--- src/rtl/outbox_fifo_if.sv ---
// Outbox handshake bundle: CPU write side (wO/i_data/outFull) plus the
// reader side (o_data/o_valid/i_ready) of the outbox FIFO.
interface outbox_fifo_if #(
  parameter int DATA_W = 8
);
  logic              wO;
  logic [DATA_W-1:0] i_data;
  logic              outFull;
  logic [DATA_W-1:0] o_data;
  logic              o_valid;
  logic              i_ready;

  // FIFO side
  modport slave (
    input  wO, i_data, i_ready,
    output outFull, o_data, o_valid
  );

  // CPU / reader side
  modport master (
    output wO, i_data, i_ready,
    input  outFull, o_data, o_valid
  );
endinterface

--- src/rtl/outbox_fifo.sv ---
// Outbox FIFO: buffers CPU OUTBOX words and presents them first-word-fall-through
// on a valid/ready interface, with occupancy and sticky overflow/underflow flags.
module outbox_fifo #(
  parameter int DATA_W = 8,
  parameter int DEPTH  = 16,
  parameter int AW     = 4
) (
  input  logic          clk,
  input  logic          i_rst_n,
  outbox_fifo_if.slave  bus,
  input  logic          i_clr,
  output logic [AW:0]   o_count,
  output logic          o_ovf,
  output logic          o_udf
);

  logic [DATA_W-1:0] mem [DEPTH];
  logic [AW:0]       wr_ptr;
  logic [AW:0]       rd_ptr;
  logic [AW:0]       count;
  logic              full;
  logic              empty;
  logic              push;
  logic              pop;

  // Flags come only from registered pointers; the extra pointer bit tells full from empty.
  assign count = wr_ptr - rd_ptr;
  assign full  = (count == (AW+1)'(DEPTH));
  assign empty = (count == '0);

  assign push = bus.wO & ~full;
  assign pop  = bus.i_ready & ~empty;

  always_ff @(posedge clk or negedge i_rst_n) begin
    if (!i_rst_n) begin
      wr_ptr <= '0;
      rd_ptr <= '0;
      o_ovf  <= 1'b0;
      o_udf  <= 1'b0;
    end else if (i_clr) begin
      wr_ptr <= '0;
      rd_ptr <= '0;
      o_ovf  <= 1'b0;
      o_udf  <= 1'b0;
    end else begin
      if (push)
        wr_ptr <= wr_ptr + (AW+1)'(1);
      if (pop)
        rd_ptr <= rd_ptr + (AW+1)'(1);
      if (bus.wO && full)
        o_ovf <= 1'b1;
      if (bus.i_ready && empty)
        o_udf <= 1'b1;
    end
  end

  // Storage is data only: never reset, and a flush simply discards the write.
  always_ff @(posedge clk) begin
    if (push && !i_clr)
      mem[wr_ptr[AW-1:0]] <= bus.i_data;
  end

  assign bus.o_data  = mem[rd_ptr[AW-1:0]];
  assign bus.o_valid = ~empty;
  assign bus.outFull = full;
  assign o_count     = count;

endmodule

--- src/flat_wrapper.sv ---
// flat-port wrapper written by rule: the top's interface ports become plain ports
module outbox_fifo_flat 
#(
  parameter int DATA_W = 8,
  parameter int DEPTH  = 16,
  parameter int AW     = 4
)
  (clk, i_rst_n, i_clr, o_count, o_ovf, o_udf, bus_wO, bus_i_data, bus_i_ready, bus_outFull, bus_o_data, bus_o_valid);
  outbox_fifo_if #(.DATA_W(DATA_W)) bus_i ();
  input  logic clk;
  input  logic i_rst_n;
  input  logic i_clr;
  output logic [AW:0] o_count;
  output logic o_ovf;
  output logic o_udf;
  input wire logic [$bits(bus_i.wO)-1:0] bus_wO;
  input wire logic [$bits(bus_i.i_data)-1:0] bus_i_data;
  input wire logic [$bits(bus_i.i_ready)-1:0] bus_i_ready;
  output wire logic [$bits(bus_i.outFull)-1:0] bus_outFull;
  output wire logic [$bits(bus_i.o_data)-1:0] bus_o_data;
  output wire logic [$bits(bus_i.o_valid)-1:0] bus_o_valid;
  assign bus_i.wO = bus_wO;
  assign bus_i.i_data = bus_i_data;
  assign bus_i.i_ready = bus_i_ready;
  assign bus_outFull = bus_i.outFull;
  assign bus_o_data = bus_i.o_data;
  assign bus_o_valid = bus_i.o_valid;
  outbox_fifo #(.DATA_W(DATA_W), .DEPTH(DEPTH), .AW(AW)) u_core (.clk(clk), .i_rst_n(i_rst_n), .bus(bus_i), .i_clr(i_clr), .o_count(o_count), .o_ovf(o_ovf), .o_udf(o_udf));
endmodule
--- config.mk ---
export PLATFORM = sky130hd
export DESIGN_NAME = outbox_fifo_flat
export DESIGN_NICKNAME = d
export VERILOG_FILES = /design/src/rtl/outbox_fifo_if.sv /design/src/rtl/outbox_fifo.sv /design/src/flat_wrapper.sv
export SDC_FILE = /design/constraint.sdc
export NUM_CORES = 1
export LEC_CHECK = 0
export CORE_ASPECT_RATIO = 0.7
export CORE_MARGIN = 8
export CORE_UTILIZATION = 30
export DETAILED_ROUTE_END_ITERATION = 8
export PLACE_DENSITY = 0.55
export SETUP_SLACK_MARGIN = 0.2
export SLEW_MARGIN = 5
export SYNTH_ARGS = -nofsm -noshare
export SYNTH_HDL_FRONTEND = slang
export SYNTH_SLANG_ARGS = --single-unit
export TNS_END_PERCENT = 30
--- constraint.sdc ---
create_clock -name clk -period 4.7 [get_ports clk]
set_clock_uncertainty 0.1 [all_clocks]
set_input_delay 0.47 -clock clk [delete_from_list [all_inputs] [get_ports clk]]
set_output_delay 0.47 -clock clk [all_outputs]
set_load 0.02 [all_outputs]
==> metrics.csv <==
metric,value,unit
run status,"finished, final reports clean",
Root Buffer,clkbuf_16,
post-CTS resize count,0,
Final WS setup,0.802,ns
fin crit share,82.9,%
Port Buf Inserts,29,
Clock Tree Buf Depth,2,
Reg-to-Reg End,u_core.mem[3][5]$_DFFE_PP_,
ant diodes,0,
register-to-register setup slack,0.98,ns
critical-path cell list,"inv_1, ha_1, inv_1, fa_1, nand3b_1, a211oi_1, o211ai_4, inv_2, clkdlybuf4s50_1",
Initial DRC Count,343,
I/O Pins,30,
grt ovf,0,
Final #Nets,374,
GP Congestion,0.819,
Die X,182,um
Final Slew Violations,0,
PD cells,540,nW/um^2
type of the tightest min-delay check,input port to async pin,
number of placement rows,42,
Most Frequent Cell on Critical Path,inv_1,
setup bufs post-CTS,0,
WL per Instance,21.3,um
Vias/cell,4.94,
Slew @ Worst Pin,0.697,ns
Synth top cells by count,"128 x edfxtp_1, 40 x mux4_2, 12 x dfrtp_1, 12 x nor3_1, 11 x a21oi_1",
"Seq/Total Area, Yosys",71.5,%
total number of vias,2995,
Die H,132,um
WP buf/inv,4,
Sink Count,140,
Cell variety after synth,36,
fraction of layout cells with a size suffix above 1,28.0,%
FMAX,0.257,GHz
setup_tns,0,ns
max_cap viols,0,
first-pass GRT wire length,19800,um
DP HPWL,8770,um
maximum vdd drop,0.000206,V
kind of critical path,flip-flop to output port,
Worst Path Max Fanout,8,
Worst-path clk slew,0.06,ns
top cell family by delay on the critical path,buffers and inverters,
H-Tree Depth,4,
"Clk Latency, worst-skew pair",0.41,ns
"slowest stage delay, CP",0.62,ns
largest net degree at the start of global routing,37,
Initial Utilization,30.6,%
worst endpoint data arrival time,3.33,ns
core area,18900,sq um
Register-to-Register Path Depth,8,
RSZ-0062 raised after global routing,false,
syn nets,320,
pre-CTS setup slack,0.996,ns
fin crit period,3.90,ns
top cell type by total area after synthesis,edfxtp_1,
Syn Area/Cell,19.5,sq um
vias in the first global route,3189,
filler instances,1758,
final setup fails,0,
antenna violations before repair,0,
CP Capture Type,output port,
Post-synth EDFFs,128,
Synth area leaders,"edfxtp_1 66%, mux4_2 16%, dfrtp_1 5.2%",
Synth-to-Final Area Change,22.1,%
drc violations,0,
top-area cell type share of the netlist area,66.3,%
TritonCTS Buffers,17,
Final Hold Vio Count,0,
Post-Route WL,12900,um
#FFs+latches synth,140,
hold_buf cts,0,
CP max stage cell,clkdlybuf4s50_1,
CTS tree,yes,
Yosys Warn Count,0,
DRT Pass-1 Iters,5,
Detail Route Antenna Nets,0,
die area,24100,sq um
"count leader, synth",edfxtp_1,
Overall Global Routing Usage,11.1,%
CP Launch Type,flip-flop,
main flop type after synthesis,edfxtp_1,
WP data required,4.13,ns
Max-slew headroom,53.5,%
Mapped Cells,297,
R2R Path Start,u_core.rd_ptr[2]$_DFFE_PN0P_,
Leak,2.27,nW
ys async rst share,8.57,%
Post-Syn Area,5800,sq um
## cell families (layout without fill, tap and decap cells)
| group | Yosys count | in the layout | share of synthesized area (%) |
|---|---|---|---|
| AND/OR/NAND/NOR | 53 | 53 | 5.27 |
| XOR/XNOR | 3 | 3 | 0.453 |
| adder cells (fa/ha/maj) | 10 | 10 | 2.29 |
| multiplexers | 42 | 42 | 15.9 |
| flip-flops | 140 | 140 | 71.5 |
| AO/OA/AOI/OAI | 24 | 24 | 2.78 |
| buffers and inverters | 25 | 92 | 1.79 |
## how the worst max path moves through the flow
stage | start | end | slack [ns] | cells after the start
global placement | u_core.wr_ptr[0]$_DFFE_PN0P_ | u_core.mem[1][0]$_DFFE_PP_ | 1.15 | 10
finish | u_core.wr_ptr[0]$_DFFE_PN0P_ | bus_outFull | 0.80 | 9
global route | u_core.wr_ptr[0]$_DFFE_PN0P_ | bus_outFull | 0.56 | 9
floorplan | u_core.rd_ptr[1]$_DFFE_PN0P_ | u_core.mem[0][0]$_DFFE_PP_ | 0.71 | 9
CTS | u_core.wr_ptr[0]$_DFFE_PN0P_ | bus_outFull | 0.77 | 9
detailed placement | u_core.wr_ptr[0]$_DFFE_PN0P_ | u_core.mem[3][5]$_DFFE_PP_ | 1.0 | 10
## sequential cells by signal (all words and copies together) (netlist names)
signal,cells
u_core.wr_ptr,5
u_core.rd_ptr,5
u_core.mem,128
u_core.o_ovf,1
u_core.o_udf,1
## area by class of cell
class	instances	area, sq um	share of cell area (%)
Multi-Input combinational cell	132	1570	22.2
Tap cell	242	303	4.28
Timing Repair Buffer	51	455	6.44
Sequential cell	140	4150	58.6
Clock inverter	9	86.3	1.22
Inverter	9	33.8	0.478
Clock buffer	23	478	6.76
## where the power goes
part / switching [mW] / internal (mW) / leakage [nW]
sequential: 0.0218 / 1.40 / 1.32
clock: 0.496 / 0.771 / 0.274
combinational: 0.590 / 0.545 / 0.682
total: 1.11 / 2.72 / 2.27
## through the flow
step                total power [mW]  utilization [%]  instances  hold WS [ns]  cell area (sq um)
floorplan                       2.21                -        297        0.0744               5800
global placement                2.59             34.4        574         0.384               6510
detailed placement              2.60             34.4        574         0.388               6510
CTS                             3.87             37.4        606         0.334               7070
global route                    4.00             37.4        606         0.353               7070
finish                          3.82             37.4        606         0.328               7070
## routing by layer
layer  GRT usage, %  vias up  share of wire [%]  wire (um)
li1               -     1323                  -          -
met1           15.8     1588                 48       6260
met2           16.2       73                 45       5800
met3           2.86       11                6.0        773
met5              0        -                  0          0
met4           3.45        0               0.80        104
## placed cells by master (no fill, tap or decap), types with 3 or more instances in the layout
cell type	count
a21o_1	3
a21oi_1	11
buf_4	22
clkbuf_1	3
clkbuf_16	17
clkbuf_8	3
clkdlybuf4s50_1	29
clkinv_2	3
dfrtp_1	11
edfxtp_1	128
ha_1	9
inv_1	7
mux4_2	40
nand2_1	5
nand2b_1	8
nand4_1	4
nor2_1	3
nor3_1	12
nor4_2	4
o21ai_0	6
or3_1	7
## worst reg2reg max path: cells and delay by family, from the launching register on
family / cells / cell delay (ns)
flip-flops: 1 / 0.73
AO/OA/AOI/OAI: 1 / 0.15
buffers and inverters: 2 / 0.36
AND/OR/NAND/NOR: 4 / 1.71
adder cells (fa/ha/maj): 1 / 0.37
(Power assumes the default switching activity.)
